[src/rtl/wormhole_grant_if.sv]
// wormhole_grant_if: handshake, grant and status bundle for one router output port
interface wormhole_grant_if;
  logic [4:0]  in_valid;
  logic [14:0] in_flit_id;
  logic        out_ready;
  logic [4:0]  in_ready;
  logic        out_valid;
  logic [4:0]  grant;
  logic [2:0]  sel;
  logic        timeout_pulse;
  logic        timeout_err;
  logic [15:0] pkt_count;
  modport master (
    output in_valid, in_flit_id, out_ready,
    input  in_ready, out_valid, grant, sel, timeout_pulse, timeout_err, pkt_count
  );
  modport slave (
    input  in_valid, in_flit_id, out_ready,
    output in_ready, out_valid, grant, sel, timeout_pulse, timeout_err, pkt_count
  );
endinterface

[src/rtl/wormhole_grant_ctrl.sv]
// wormhole_grant_ctrl: per-output-port wormhole allocator with round-robin arbitration and stall watchdog
module wormhole_grant_ctrl #(
  parameter int TIMEOUT = 64,
  parameter int CW = 12
) (
  input logic clk,
  input logic rst,
  wormhole_grant_if.slave bus
);
  typedef enum logic [1:0] {IDLE, XFER, ABORT} state_t;
  state_t state, state_nx;
  logic [2:0] g, g_nx, lw, lw_nx, win, idx, fid_g;
  logic [CW-1:0] wd, wd_nx;
  logic [4:0] cand;
  logic found, vg, xfer, tail, err;
  logic [15:0] cnt;
  // header candidates and round-robin winner starting after the last owner
  always_comb begin
    cand = '0;
    found = 1'b0;
    win = 3'd0;
    idx = 3'd0;
    for (int i = 0; i < 5; i++) cand[i] = bus.in_valid[i] & bus.in_flit_id[3*i+2] & bus.in_flit_id[3*i+1];
    for (int i = 1; i <= 5; i++) begin
      idx = 3'((int'(lw) + i) % 5);
      if (!found && cand[idx]) begin
        found = 1'b1;
        win = idx;
      end
    end
  end
  // view of the granted input and transfer/tail detection
  always_comb begin
    vg = 1'b0;
    fid_g = 3'd0;
    for (int i = 0; i < 5; i++) if (g == 3'(i)) begin
      vg = bus.in_valid[i];
      fid_g = bus.in_flit_id[3*i +: 3];
    end
    xfer = (state == XFER) && vg && bus.out_ready;
    tail = (fid_g == 3'b001) || (fid_g == 3'b111);
  end
  // next-state, owner, priority pointer and watchdog
  always_comb begin
    state_nx = state;
    g_nx = g;
    lw_nx = lw;
    wd_nx = wd;
    if (state == IDLE) begin
      if (found) begin
        state_nx = XFER;
        g_nx = win;
        wd_nx = '0;
      end
    end else if (state == XFER) begin
      if (xfer) begin
        wd_nx = '0;
        if (tail) begin
          state_nx = IDLE;
          lw_nx = g;
        end
      end else if (wd == CW'(TIMEOUT - 1)) begin
        state_nx = ABORT;
        lw_nx = g;
      end else if (wd != '1) wd_nx = wd + CW'(1);
    end else state_nx = IDLE;
  end
  // state registers; sticky error and packet counter
  always_ff @(posedge clk) begin
    if (!rst) begin
      state <= IDLE;
      g <= 3'd0;
      lw <= 3'd4;
      wd <= '0;
      err <= 1'b0;
      cnt <= '0;
    end else begin
      state <= state_nx;
      g <= g_nx;
      lw <= lw_nx;
      wd <= wd_nx;
      if (state_nx == ABORT) err <= 1'b1;
      if (xfer && tail) cnt <= cnt + 16'd1;
    end
  end
  assign bus.in_ready = (state == XFER && bus.out_ready) ? 5'(1) << g : 5'd0;
  assign bus.out_valid = (state == XFER) && vg;
  assign bus.grant = (state == XFER) ? 5'(1) << g : 5'd0;
  assign bus.sel = (state == XFER) ? g : 3'd7;
  assign bus.timeout_pulse = (state == ABORT);
  assign bus.timeout_err = err;
  assign bus.pkt_count = cnt;
endmodule

[src/flat_wrapper.sv]
// flat-port wrapper written by rule: the top's interface ports become plain ports
module wormhole_grant_ctrl_flat 
#(
  parameter int TIMEOUT = 64,
  parameter int CW = 12
)
  (clk, rst, bus_in_valid, bus_in_flit_id, bus_out_ready, bus_in_ready, bus_out_valid, bus_grant, bus_sel, bus_timeout_pulse, bus_timeout_err, bus_pkt_count);
  wormhole_grant_if bus_i ();
  input logic clk;
  input logic rst;
  input wire logic [$bits(bus_i.in_valid)-1:0] bus_in_valid;
  input wire logic [$bits(bus_i.in_flit_id)-1:0] bus_in_flit_id;
  input wire logic [$bits(bus_i.out_ready)-1:0] bus_out_ready;
  output wire logic [$bits(bus_i.in_ready)-1:0] bus_in_ready;
  output wire logic [$bits(bus_i.out_valid)-1:0] bus_out_valid;
  output wire logic [$bits(bus_i.grant)-1:0] bus_grant;
  output wire logic [$bits(bus_i.sel)-1:0] bus_sel;
  output wire logic [$bits(bus_i.timeout_pulse)-1:0] bus_timeout_pulse;
  output wire logic [$bits(bus_i.timeout_err)-1:0] bus_timeout_err;
  output wire logic [$bits(bus_i.pkt_count)-1:0] bus_pkt_count;
  assign bus_i.in_valid = bus_in_valid;
  assign bus_i.in_flit_id = bus_in_flit_id;
  assign bus_i.out_ready = bus_out_ready;
  assign bus_in_ready = bus_i.in_ready;
  assign bus_out_valid = bus_i.out_valid;
  assign bus_grant = bus_i.grant;
  assign bus_sel = bus_i.sel;
  assign bus_timeout_pulse = bus_i.timeout_pulse;
  assign bus_timeout_err = bus_i.timeout_err;
  assign bus_pkt_count = bus_i.pkt_count;
  wormhole_grant_ctrl #(.TIMEOUT(TIMEOUT), .CW(CW)) u_core (.clk(clk), .rst(rst), .bus(bus_i));
endmodule
[config.mk]
export PLATFORM = sky130hd
export DESIGN_NAME = wormhole_grant_ctrl_flat
export DESIGN_NICKNAME = d
export VERILOG_FILES = /design/src/rtl/wormhole_grant_if.sv /design/src/rtl/wormhole_grant_ctrl.sv /design/src/flat_wrapper.sv
export SDC_FILE = /design/constraint.sdc
export NUM_CORES = 1
export LEC_CHECK = 0
export CORE_MARGIN = 5
export CORE_UTILIZATION = 32
export DETAILED_ROUTE_END_ITERATION = 16
export GPL_ROUTABILITY_DRIVEN = 0
export PLACE_DENSITY_LB_ADDON = 0.3
export SLEW_MARGIN = 20
export SYNTH_ARGS = -nofsm -noshare
export SYNTH_HDL_FRONTEND = slang
export SYNTH_SLANG_ARGS = --single-unit
[constraint.sdc]
create_clock -name clk -period 6.4 [get_ports clk]
set_input_delay 1.28 -clock clk [delete_from_list [all_inputs] [get_ports clk]]
set_output_delay 1.28 -clock clk [all_outputs]
set_load 0.02 [all_outputs]
==> flow_summary.ini, run 1 <==
[place]
portBuffers = 54
place_area_mm2 = 0.00451
place_inst = 673
post-dp-hpwl_mm = 7.79

[timing]
tns_ns = 0
slew_viol_final = 0
fin_crit_sh_pct = 78.9
fin_skew_ns = 0.00472
finalWorstPathRequiredPeriod_ns = 5.05
hold_viol = 0
setup_viol = 0
relSlewSlack_pct = 52.2
worst_pin_slew_ns = 0.716
clock.fmax_mhz = 198
grt_setup_unrepaired = no

[global_route]
grtUsageTotal_pct = 13.9
grt_pass1_wl_mm = 17.1
use_met3_pct = 1.51
grt_use_met2_pct = 25.1
gr-usage-met1_pct = 17.9
grt_pass1_vias = 3513
grt_antenna_before_repair = 0
grt_max_degree = 40
overflow = 0
grt-busiest-layer = met2

[yosys]
synthCells = 490
synth.area.top_cells = dfxtp_1, ha_1, xnor2_1
synth_top_area_share_pct = 19.2
synth_cell_types = 81
yosysMostFrequentCell = nand2_1
seq_area_frac_synth_pct = 19.2
yosysTopAreaCell = dfxtp_1
async_flop_share_pct = 0
syn_nets = 536
yosysWarnings = 0
synthFlopType = dfxtp_1
synthTopCellsByCount = nand2_1, nor2_1, dfxtp_1
synth_area_per_cell_um2 = 7.86
ys_seq_elements = 37
synth_area_mm2 = 0.00385
synth_edf_count = 0

[critical_path]
crit_slowest_cell = dfxtp_1
start_kind = register
slowest_delay_ns = 0.58
cp.required_ns = 6.62
cp_max_fo = 12
r2r_cells = 17
endpoint_kind = register
arrival_ns = 5.27
path_common_cell = ha_1
path_cells = ha_1, xnor2_1, inv_2, ha_1, or4b_4, and3_1, xnor2_2, inv_2, ha_1, a2111oi_0, a2bb2oi_1, nand3b_1, o21ai_2, nor4_4, nand3_2, o21ai_2, o221a_1
crit_type = reg -> reg

[die]
initial_utilization_pct = 32.4
die_h_um = 120
fp.coreArea_mm2 = 0.0119
ios = 55
rows = 40
die_w_um = 120
fp.dieArea_mm2 = 0.0143

[cts]
clkTransAtPathRegs_ns = 0.05
cts_tree = yes
cts-root-buf = clkbuf_16
cts_max_level = 2
cts_made_buffers = 5
postCtsSetupBuffers = 0
cts_max_path_buffers = 2
cts_resized = 0
ctsHoldBuffers = 0
cts_num_sinks = 37
clk_latency_ns = 0.27

[final_layout]
synthToLayoutAreaGrowth_pct = 20.6
fill_cells = 1223
diodes = 0
fin_nets = 579
fin_util_pct = 39.0
final_layout_size_suffix_gt1_share_pct = 9.01
postLayoutCellArea_mm2 = 0.00465
fin_cells = 680

[route]
route.detailed.wl_per_inst_um = 14.9
vias_per_cell = 5.45
drcViolationCount = 0
num_vias = 3704
detail-route-antenna-nets = 0
drt_iter0_markers = 313
firstDrtPassIters = 5
drt-total-wl_mm = 10.1

[hold_path]
min_path_type = reg -> reg
whs_path_depth = 1

[pwr]
p_leak_uw = 0.00173
p_per_area_mw_per_mm2 = 140
peakVddDrop_v = 0.0000774
p_total_uw = 652

[status]
status = complete, no violations

[run]
maxCapViolations = 0
-- per-layer routing --
metal | wire length [µm] | vias up
met5 | 0 | -
met3 | 381 | 11
met1 | 4570 | 1740
met2 | 5090 | 86
met4 | 87 | 0
li1 | - | 1867
-- placed cells by master (no fill, tap or decap), types with 6 or more instances in the layout --
cell | Yosys | routed
xnor2_1 | 21 | 21
and3_1 | 16 | 16
nor2_1 | 41 | 41
o21ai_0 | 24 | 24
inv_1 | 21 | 21
nand2_1 | 43 | 43
nand3b_1 | 6 | 6
nand3_1 | 20 | 20
or3_1 | 7 | 7
and2_1 | 17 | 17
nor2b_1 | 19 | 19
ha_1 | 23 | 23
a21oi_1 | 19 | 19
clkdlybuf4s50_1 | 0 | 54
nand2b_1 | 9 | 9
mux2i_1 | 14 | 14
nor3_1 | 12 | 12
o221a_4 | 7 | 7
a31oi_1 | 7 | 7
dfxtp_1 | 37 | 37
-- per-stage QoR --
stage / hold WS (ns) / setup slack [ns]
5_1_grt: 0.487 / 0.888
3_3_place_gp: 0.441 / 1.58
3_5_place_dp: 0.460 / 1.41
2_1_floorplan: 0.476 / 1.94
4_1_cts: 0.472 / 1.36
6_report: 0.465 / 1.35
-- power by group --
group / total (µW) / switching [µW] / internal (µW)
clock: 237 / 84.6 / 153
combinational: 161 / 88.2 / 72.4
sequential: 254 / 16.9 / 237
-- state kept, by name, summed over array words and instances (netlist names) --
signal                  count
u_core.bus.timeout_err      1
u_core.state                2
u_core.wd                  12
u_core.bus.pkt_count       16
u_core.lw                   3
u_core.g                    3
-- layout make-up --
cell class,count,area [µm²],area share (%)
well taps,147,184,3.96
flip-flops and latches,37,741,15.9
inverters,26,97.6,2.10
repair buffers,58,571,12.3
clock buffers,7,143,3.07
multi-input cells,405,2910,62.7
-- cell families (layout without fill, tap and decap cells) --
logic type	count (synthesis)	after routing	synth area share, %
and+or+nand+nor	219	219	31.1
adders and majority gates	23	23	7.47
AOI/OAI and AO/OA	116	116	24.4
muxes	20	20	6.27
DFF	37	37	19.2
buffers and inverters	48	91	5.16
xor gates and xnor gates	27	27	6.33
-- path summary, 6_finish.rpt --
check	endpoint	from	slack (ns)
worst max register to register	u_core.wd[10]$_SDFFE_PN0P_	u_core.lw[1]$_SDFFE_PN0P_	1.35
worst min register to register	u_core.bus.timeout_err$_SDFFE_PN0N_	u_core.bus.timeout_err$_SDFFE_PN0N_	0.46
worst min-delay path	u_core.bus.timeout_err$_SDFFE_PN0N_	u_core.bus.timeout_err$_SDFFE_PN0N_	0.46
worst max-delay path	u_core.wd[10]$_SDFFE_PN0P_	u_core.lw[1]$_SDFFE_PN0P_	1.35
-- worst max-delay path, delay by kind of cell, from the launching register on --
kind	cells	cell delay, ns
flip-flops	1	0.58
XOR/XNOR	2	0.49
adder cells (fa/ha/maj)	3	0.88
AND/OR/NAND/NOR	5	1.38
buffers and inverters	2	0.19
AO/OA/AOI/OAI	5	1.44
Power figures use the tool's default switching activity.
==> run 2, diff against run 1 <==
==> constraint.sdc (replaced) <==
create_clock -name clk -period 4.5 [get_ports clk]
set_input_delay 0.9 -clock clk [delete_from_list [all_inputs] [get_ports clk]]
set_output_delay 0.9 -clock clk [all_outputs]
set_load 0.02 [all_outputs]
==> run 2 against run 1 <==
  * Sequential share of layout area shrank 0.33 points
  * Largest power group is now the clock network
  * Maximum frequency increased by 18%
  * Critical path type unchanged
  * Clock power rose by 76%
  * Final area increased by 2.3%
  * Count of clock-buffer cells in the layout shrank 1
  * Via count rose by 0.84%
  * Register-to-register slack got worse by 1.1 ns
==> flow_summary.ini, run 2 (synthesis gave the netlist of run 1 again) <==
[pwr]
peakVddDrop_v = 0.000141
p_leak_uw = 0.00179
p_total_uw = 1010
p_per_area_mw_per_mm2 = 213

[final_layout]
synthToLayoutAreaGrowth_pct = 23.4
final_layout_size_suffix_gt1_share_pct = 11.3
fill_cells = 1229
fin_nets = 587
largest_reg_flops = 16
fin_cells = 689
mostFrequentLayoutCells = clkdlybuf4s50_1, nand2_1, nor2_1, dfxtp_1, o21ai_0
postLayoutCellArea_mm2 = 0.00476
diodes = 0
mostFrequentLayoutCell = clkdlybuf4s50_1

[route]
route.detailed.wl_per_inst_um = 15.2
detail-route-antenna-nets = 0
num_vias = 3735
drt-total-wl_mm = 10.5
vias_per_cell = 5.42
firstDrtPassIters = 4
drcViolationCount = 0
drt_iter0_markers = 256

[place]
post-dp-hpwl_mm = 8.26
place_inst = 681
place_area_mm2 = 0.00457
portBuffers = 54

[cts]
clkTransAtPathRegs_ns = 0.06
ctsHoldBuffers = 0
cts-root-buf = clkbuf_16
cts_tree = yes
cts_max_path_buffers = 2
cts_num_sinks = 37
clk_latency_ns = 0.28
cts_max_level = 2
cts_made_buffers = 5

[critical_path]
timing.rr.end = u_core.wd[10]$_SDFFE_PN0P_
cp_max_fo = 12
critPathCapture = u_core.wd[10]$_SDFFE_PN0P_
start_kind = register
ff2ff_setup_slack_ns = 0.24
startpoint = u_core.lw[1]$_SDFFE_PN0P_
cp.required_ns = 4.72
worstReg2RegStart = u_core.lw[1]$_SDFFE_PN0P_
crit_type = reg -> reg
r2r_cells = 19
arrival_ns = 4.48
endpoint_kind = register

[global_route]
grt_pass1_vias = 3662
grt_max_degree = 30
grt_antenna_before_repair = 0
grt_pass1_wl_mm = 17.5
overflow = 0
grtUsageTotal_pct = 14.4

[die]
die_w_um = 120
fp.dieArea_mm2 = 0.0143
ios = 55
die_h_um = 120
initial_utilization_pct = 32.4
rows = 40
fp.coreArea_mm2 = 0.0119

[timing]
worst_pin_slew_ns = 0.910
relSlewSlack_pct = 39.2
fin_crit_sh_pct = 94.7
grt_setup_unrepaired = no
clock.fmax_mhz = 235
finalWorstPathRequiredPeriod_ns = 4.26
hold_viol = 0
setup_viol = 0
tns_ns = 0
slew_viol_final = 0
fin_skew_ns = 0.00543

[hold_path]
min_path_type = reg -> reg

[run]
maxCapViolations = 0

[status]
status = complete, no violations
run 2: final cells by class:
type | count | area [µm²] | area share (%)
multi-input combinational | 405 | 2930 | 61.5
sequential | 37 | 742 | 15.6
timing repair buffer | 66 | 631 | 13.3
tap | 147 | 184 | 3.87
clock buffer | 6 | 139 | 2.92
inverter | 26 | 97.6 | 2.05
clock inverter | 2 | 37.5 | 0.789
run 2: how the worst min path moves through the flow:
stage / depth (start not counted) / from / slack, ns / to
after floorplan: 1 / u_core.wd[1]$_SDFFE_PN0P_ / 0.48 / u_core.wd[1]$_SDFFE_PN0P_
after detailed placement: 1 / u_core.bus.timeout_err$_SDFFE_PN0N_ / 0.46 / u_core.bus.timeout_err$_SDFFE_PN0N_
after CTS: 1 / u_core.bus.timeout_err$_SDFFE_PN0N_ / 0.47 / u_core.bus.timeout_err$_SDFFE_PN0N_
final: 1 / u_core.bus.timeout_err$_SDFFE_PN0N_ / 0.47 / u_core.bus.timeout_err$_SDFFE_PN0N_
after global placement: 1 / u_core.bus.timeout_err$_SDFFE_PN0N_ / 0.44 / u_core.bus.timeout_err$_SDFFE_PN0N_
after global routing: 1 / u_core.bus.timeout_err$_SDFFE_PN0N_ / 0.51 / u_core.bus.timeout_err$_SDFFE_PN0N_
run 2: per-stage QoR:
stage	hold slack [ns]	utilization, %	setup WS (ns)
floorplan	0.476	-	0.0368
global placement	0.438	38.3	0.280
detailed placement	0.458	38.3	0.132
CTS	0.473	39.8	0.0843
global route	0.514	39.9	0.0462
finish	0.467	39.9	0.238
run 2: critical path, cell delays in order, from the launching register on:
cell and delay, ns:
dfxtp_2 0.46, ha_1 0.23, xnor2_1 0.17, inv_2 0.09, ha_1 0.24, or4b_4 0.58, and3_1 0.19, xnor2_2 0.20
inv_2 0.08, ha_1 0.20, inv_1 0.08, nor2_1 0.05, o21ai_2 0.24, nor3_1 0.08, o21a_1 0.23, nor4_4 0.39
nand3_2 0.12, o21ai_2 0.13, buf_4 0.23, o221a_1 0.20
run 2: power breakdown:
part	switching [µW]	internal, µW
registers	24.4	337
clock network	140	277
logic	127	107
run 2: timing repair:
item | in CTS | in global routing
setup endpoints to repair | 0 | 16
setup buffers | 0 | 0
resized for setup | 0 | 3
run 2: metal layers:
layer  vias up  part of all wire [%]  global-route usage (%)
li1       1881                     -                       -
met1      1790                    45                    17.7
met2        53                    51                    26.8
met3        11                   3.1                    1.70
met4         0                   1.2                    2.93
met5         -                     0                       0
